==> src/rtl/robot_pkg.sv <==
// Shared widths, timing constants, state encoding and request arbitration
// for the robot mission controller.
package robot_pkg;

    localparam int BUDGET_W      = 9;
    localparam int TRASH_W       = 8;
    localparam int REMOVE_CYCLES = 3;
    localparam int STUCK_TURNS   = 4;
    localparam int STREAK_W      = $clog2(STUCK_TURNS + 1);
    localparam int TIMER_W       = $clog2(REMOVE_CYCLES + 1);

    localparam logic [2:0] ST_IDLE   = 3'd0;
    localparam logic [2:0] ST_RUN    = 3'd1;
    localparam logic [2:0] ST_REMOVE = 3'd2;
    localparam logic [2:0] ST_DONE   = 3'd3;
    localparam logic [2:0] ST_STUCK  = 3'd4;

    typedef enum logic [1:0] {
        GRANT_NONE,
        GRANT_REMOVE,
        GRANT_FRONT,
        GRANT_TURN
    } grant_e;

    // Fixed priority: removal first, then forward motion, then turning.
    function automatic grant_e arbitrate(input logic remove_req,
                                         input logic front_req,
                                         input logic turn_req);
        if (remove_req) return GRANT_REMOVE;
        if (front_req)  return GRANT_FRONT;
        if (turn_req)   return GRANT_TURN;
        return GRANT_NONE;
    endfunction

endpackage

==> src/rtl/removal_timer.sv <==
// Counts the cycles of one atomic trash removal; busy for the whole removal,
// last_o marks its final cycle.
module removal_timer
    import robot_pkg::*;
(
    input  logic clock,
    input  logic reset,
    input  logic clear_i,
    input  logic start_i,
    output logic busy_o,
    output logic last_o
);

    localparam logic [TIMER_W-1:0] LAST_CNT = TIMER_W'(REMOVE_CYCLES);

    logic [TIMER_W-1:0] cnt_q, cnt_d;

    always_comb begin
        // NOTE: cnt_d gets a default first so every path assigns it and no latch is inferred.
        cnt_d = cnt_q;
        if (clear_i)                cnt_d = '0;
        else if (start_i)           cnt_d = TIMER_W'(1);
        else if (cnt_q == LAST_CNT) cnt_d = '0;
        else if (cnt_q != '0)       cnt_d = cnt_q + TIMER_W'(1);
    end

    // NOTE: state registers use non-blocking assignments so all flops update together on the edge.
    always_ff @(posedge clock or negedge reset) begin
        if (!reset) cnt_q <= '0;
        else        cnt_q <= cnt_d;
    end

    assign busy_o = (cnt_q != '0);
    assign last_o = (cnt_q == LAST_CNT);

endmodule

==> src/rtl/robot_mission_ctrl.sv <==
// Mission sequencer for a trash-collecting robot: arbitrates navigation-core
// requests into registered actuator pulses under a move budget.
module robot_mission_ctrl
    import robot_pkg::*;
(
    input  logic                clock,
    input  logic                reset,
    input  logic                start,
    input  logic                abort,
    input  logic [BUDGET_W-1:0] max_moves,
    input  logic                front_req,
    input  logic                turn_req,
    input  logic                remove_req,
    output logic                front,
    output logic                turn,
    output logic                remove,
    output logic                core_enable,
    output logic                busy,
    output logic                done,
    output logic                stuck,
    output logic [BUDGET_W-1:0] move_count,
    output logic [TRASH_W-1:0]  trash_count
);

    logic [2:0]          state_q, state_d;
    logic [BUDGET_W-1:0] budget_q, budget_d;
    logic [BUDGET_W-1:0] move_count_q, move_count_d;
    logic [TRASH_W-1:0]  trash_count_q, trash_count_d;
    logic [STREAK_W-1:0] streak_q, streak_d;
    logic                front_q, front_d;
    logic                turn_q, turn_d;
    logic                remove_q, remove_d;
    logic                core_enable_q, busy_q, done_q, stuck_q;

    logic                timer_start, timer_clear, timer_busy, timer_last;
    grant_e              grant;
    logic [BUDGET_W-1:0] remaining, moves_next;
    logic [STREAK_W-1:0] turns_next;

    removal_timer u_removal_timer (
        .clock   (clock),
        .reset   (reset),
        .clear_i (timer_clear),
        .start_i (timer_start),
        .busy_o  (timer_busy),
        .last_o  (timer_last)
    );

    assign grant      = arbitrate(remove_req, front_req, turn_req);
    assign remaining  = budget_q - move_count_q;
    assign moves_next = move_count_q + BUDGET_W'(1);
    assign turns_next = streak_q + STREAK_W'(1);

    always_comb begin
        state_d       = state_q;
        budget_d      = budget_q;
        move_count_d  = move_count_q;
        trash_count_d = trash_count_q;
        streak_d      = streak_q;
        front_d       = 1'b0;
        turn_d        = 1'b0;
        remove_d      = 1'b0;
        timer_start   = 1'b0;
        timer_clear   = 1'b0;

        if (abort) begin
            state_d     = ST_IDLE;
            timer_clear = 1'b1;
        end else begin
            case (state_q)
                ST_IDLE, ST_DONE, ST_STUCK: begin
                    if (start) begin
                        budget_d      = max_moves;
                        move_count_d  = '0;
                        trash_count_d = '0;
                        streak_d      = '0;
                        state_d       = (max_moves == '0) ? ST_DONE : ST_RUN;
                    end
                end
                ST_RUN: begin
                    case (grant)
                        GRANT_REMOVE: begin
                            // A removal may only begin if it can run to completion.
                            if (remaining >= BUDGET_W'(REMOVE_CYCLES)) begin
                                remove_d    = 1'b1;
                                timer_start = 1'b1;
                                state_d     = ST_REMOVE;
                            end else begin
                                state_d = ST_DONE;
                            end
                        end
                        GRANT_FRONT: begin
                            front_d  = 1'b1;
                            streak_d = '0;
                            if (moves_next == budget_q) state_d = ST_DONE;
                        end
                        GRANT_TURN: begin
                            turn_d   = 1'b1;
                            streak_d = turns_next;
                            if (turns_next == STREAK_W'(STUCK_TURNS)) state_d = ST_STUCK;
                            else if (moves_next == budget_q)          state_d = ST_DONE;
                        end
                        default: ;
                    endcase
                end
                ST_REMOVE: begin
                    if (timer_last) begin
                        if (trash_count_q != '1) trash_count_d = trash_count_q + TRASH_W'(1);
                        streak_d = '0;
                        state_d  = (move_count_q == budget_q) ? ST_DONE : ST_RUN;
                    end else begin
                        remove_d = timer_busy;
                    end
                end
                default: state_d = ST_IDLE;
            endcase
        end

        // Every cycle an actuator is driven is charged against the budget on the same edge.
        if (front_d || turn_d || remove_d) move_count_d = moves_next;
    end

    always_ff @(posedge clock or negedge reset) begin
        if (!reset) begin
            state_q       <= ST_IDLE;
            budget_q      <= '0;
            move_count_q  <= '0;
            trash_count_q <= '0;
            streak_q      <= '0;
            front_q       <= 1'b0;
            turn_q        <= 1'b0;
            remove_q      <= 1'b0;
            core_enable_q <= 1'b0;
            busy_q        <= 1'b0;
            done_q        <= 1'b0;
            stuck_q       <= 1'b0;
        end else begin
            state_q       <= state_d;
            budget_q      <= budget_d;
            move_count_q  <= move_count_d;
            trash_count_q <= trash_count_d;
            streak_q      <= streak_d;
            front_q       <= front_d;
            turn_q        <= turn_d;
            remove_q      <= remove_d;
            core_enable_q <= (state_d == ST_RUN);
            busy_q        <= (state_d == ST_RUN) || (state_d == ST_REMOVE);
            done_q        <= (state_d == ST_DONE);
            stuck_q       <= (state_d == ST_STUCK);
        end
    end

    assign front       = front_q;
    assign turn        = turn_q;
    assign remove      = remove_q;
    assign core_enable = core_enable_q;
    assign busy        = busy_q;
    assign done        = done_q;
    assign stuck       = stuck_q;
    assign move_count  = move_count_q;
    assign trash_count = trash_count_q;

endmodule

==> config.mk <==
export PLATFORM = sky130hd
export DESIGN_NAME = robot_mission_ctrl
export DESIGN_NICKNAME = d
export VERILOG_FILES = /design/src/rtl/robot_pkg.sv /design/src/rtl/removal_timer.sv /design/src/rtl/robot_mission_ctrl.sv
export SDC_FILE = /design/constraint.sdc
export NUM_CORES = 1
export LEC_CHECK = 0
export ABC_AREA = 1
export CORE_ASPECT_RATIO = 0.9
export CORE_UTILIZATION = 35
export CTS_CLUSTER_DIAMETER = 40
export CTS_CLUSTER_SIZE = 24
export DETAILED_ROUTE_END_ITERATION = 8
export GPL_TIMING_DRIVEN = 0
export PLACE_DENSITY = 0.53
export SLEW_MARGIN = 20
export SYNTH_ARGS = -nofsm -noshare
export SYNTH_HDL_FRONTEND = slang
export SYNTH_HIERARCHICAL = 1
export SYNTH_SLANG_ARGS = --single-unit
==> constraint.sdc <==
create_clock -name clock -period 2.5 [get_ports clock]
set_clock_uncertainty 0.15 [all_clocks]
set_input_delay 0.5 -clock clock [delete_from_list [all_inputs] [get_ports clock]]
set_output_delay 0.5 -clock clock [all_outputs]
set_load 0.005 [all_outputs]
==> flow_summary.toml <==
[outcome]
outcome = "finished, violations left"
violations = "negative setup slack"

[worst_hold_path]
hp-class = "in -> async"

[drt]
drt_iter0_markers = 71
drt-total-wl_mm = 7.16
first_pass_iters = 4
vias = 2661
drc = 0
wl_per_cell_um = 13.1
avgViaCountPerCell = 4.86
ant_nets = 0

[logic_synthesis]
syn_nets = 425
synth_cell_types = 33
syn_inst = 394
yosys_warnings = 6
syn_area_per_cell_sq_um = 7.18
seq_area_frac_synth_pct = 36.3
synth-seq-cells = 41
syn-cell-area_sq_um = 2830

[floorplanning]
die_y_um = 87.3
die_x_um = 96.8
fp-row-count = 30
die_area_sq_um = 8450
start_util_pct = 36.8
pin_count = 40
core_sq_um = 7690

[setup_path]
regToRegSetupSlack_ns = -0.05
startpoint_type = "register"
cp_max_fo = 5
r2r-end = "u_removal_timer/cnt_q[1]$_DFFE_PN0P_"
r2r-start = "move_count[4]$_DFFE_PN0P_"
required_ns = 2.57
path_class = "reg -> reg"
arrival_ns = 2.62
r2r_cells = 13
crit_path_end_kind = "register"

[sta]
rsz0062_at_grt = "yes"
min_period_ns = 2.55
relSlewSlack_pct = 56.7
fin_crit_sh_pct = 102
finalHoldViolCount = 0
worst_pin_slew_ns = 0.649
setup_violations = 10
slew_violations = 0
clock.fmax_ghz = 0.392
postLayoutSetupSlackWorst_ns = -0.0514

[clocking]
cts_root_buf = "clkbuf_8"
htreeDepth = 2
insertion_delay_ns = 0.29
tritoncts = "yes"
clockBufferDepth = 2
hold_buffers = 0
cts_buffers = 5
cts.clk_slew.worst_paths_ns = 0.08
clkSinkCount = 41

[finish]
drive_above_1_share_pct = 16.0
fin_cells = 547
final_cell_mix = "108 x nand2_1, 63 x inv_1, 38 x clkdlybuf4s50_1"
layout.nets = 482
area_growth_pct = 27.5
diodes = 0
final_common_cell = "nand2_1"
utilization_pct = 46.9

[placed_design]
placed_cells = 530
routabilityCongestion = 0.814
port_buffers = 39
hpwlAfterDp_mm = 5.48

[grt]
grt_pass1_vias = 2540
track_usage_pct = 18.2
grt_max_degree = 25
grt_first_pass_wirelength_mm = 12.3
antenna_found_initial = 0
overflow = 0

[power]
p_leak_uw = 0.00184
powerDensity_nw_per_um2 = 859
ir_drop_mv = 0.328

[flow_run]
max_cap_violations = 0
[state kept, by name, indices dropped and copies added (netlist names)]
name and count:
budget_q 9, busy 1, core_enable 1, done 1
front 1, move_count 9, remove 1, state_q 3
streak_q 3, stuck 1, trash_count 8, turn 1
u_removal_timer/cnt_q 2
[layout make-up]
| type | instances | area [sq um] |
|---|---|---|
| Buffer | 4 | 35.0 |
| Inverter | 68 | 255 |
| Clock buffer | 7 | 86.3 |
| Tap cell | 96 | 120 |
| Fill cell | 815 | 4090 |
| Timing Repair Buffer | 49 | 484 |
| Multi-Input combinational cell | 282 | 1600 |
| Sequential cell | 41 | 1030 |
[stage by stage]
| step | total power (uW) | instance area [sq um] | setup slack, ns | TNS, ns | hold slack, ns |
|---|---|---|---|---|---|
| CTS | 3050 | 3570 | -0.0537 | -0.361 | 0.0257 |
| global placement | 2400 | 3340 | -0.382 | -19.11 | 0.331 |
| global route | 3420 | 3610 | -0.255 | -3.26 | 0.0500 |
| floorplan | 1990 | 2830 | 0.161 | 0 | 0.0544 |
| detailed placement | 2430 | 3360 | -0.345 | -3.82 | 0.341 |
| finish | 3100 | 3610 | -0.0514 | -0.363 | 0.0253 |
[where the power goes]
group,internal (uW),total (uW),switching (uW)
combinational,733,1730,995
sequential,795,927,132
clock,219,446,227
[worst max-delay path, cell delays in order, from the launching register on]
cell and delay, ns:
dfrtp_2 0.43, inv_1 0.08, ha_1 0.35, a21oi_1 0.25, o21ai_1 0.12, o21bai_1 0.15, nand3_1 0.12, nor2_2 0.16
nand2_1 0.09, nand2_2 0.08, buf_4 0.10, nor2_1 0.04, or2_0 0.26, a21oi_2 0.11
[cells in the mapped netlist (all sizes together)]
cell	number	share of area [%]
ha	14	6.2
a21oi	22	4.3
o21a	2	0.53
inv	68	9.0
nand4	14	3.1
a22o	1	0.31
nor4	2	0.44
nor2	39	7.3
dfrtp	41	36
buf	4	1.2
xor2	2	0.62
o21ai	16	3.0
o21bai	2	0.53
xnor2	4	1.2
nor3b	1	0.27
nand2	121	17
nor3	5	1.2
fa	1	0.71
nand3	30	5.5
nand3b	4	1.1
or2	1	0.22
[cell families (layout without fill, tap and decap cells)]
family,after synthesis,after routing,share of synthesized area [%]
and+or+nand+nor,217,218,36.1
xor gates and xnor gates,6,6,1.86
buffers and inverters,72,128,10.3
adders and majority gates,15,15,6.90
DFF,41,41,36.3
AOI/OAI and AO/OA,43,43,8.62
[worst max path at each step]
| stage | from | endpoint | slack [ns] | cells after the start |
|---|---|---|---|---|
| after floorplan | move_count[0]$_DFFE_PN0P_ | move_count[0]$_DFFE_PN0P_ | 0.16 | 17 |
| after global placement | reset | trash_count[1]$_DFFE_PN0P_ | -0.38 | 1 |
| after detailed placement | move_count[0]$_DFFE_PN0P_ | move_count[0]$_DFFE_PN0P_ | -0.34 | 17 |
| after CTS | budget_q[0]$_DFFE_PN0P_ | move_count[4]$_DFFE_PN0P_ | -0.05 | 18 |
| after global routing | budget_q[0]$_DFFE_PN0P_ | move_count[0]$_DFFE_PN0P_ | -0.25 | 18 |
| final | move_count[4]$_DFFE_PN0P_ | u_removal_timer/cnt_q[1]$_DFFE_PN0P_ | -0.05 | 13 |
[layer usage]
layer  global-route usage [%]  vias to the layer above  part of all wire [%]
met1                     26.2                     1239                    53
met5                        0                        -                     0
li1                         -                     1372                     -
met4                     4.61                        0                  0.91
met3                     3.29                        4                   3.1
met2                     28.2                       46                    43
[repair_timing]
| item | 4_1_cts | 5_1_grt |
|---|---|---|
| buffers inserted | 6 | 2 |
| setup endpoints to repair | 16 | 16 |
| pin swaps | 7 | 5 |
| gates cloned | 2 | 0 |
| gates resized for setup | 23 | 6 |
No activity file was read; power rests on OpenSTA's default activity.
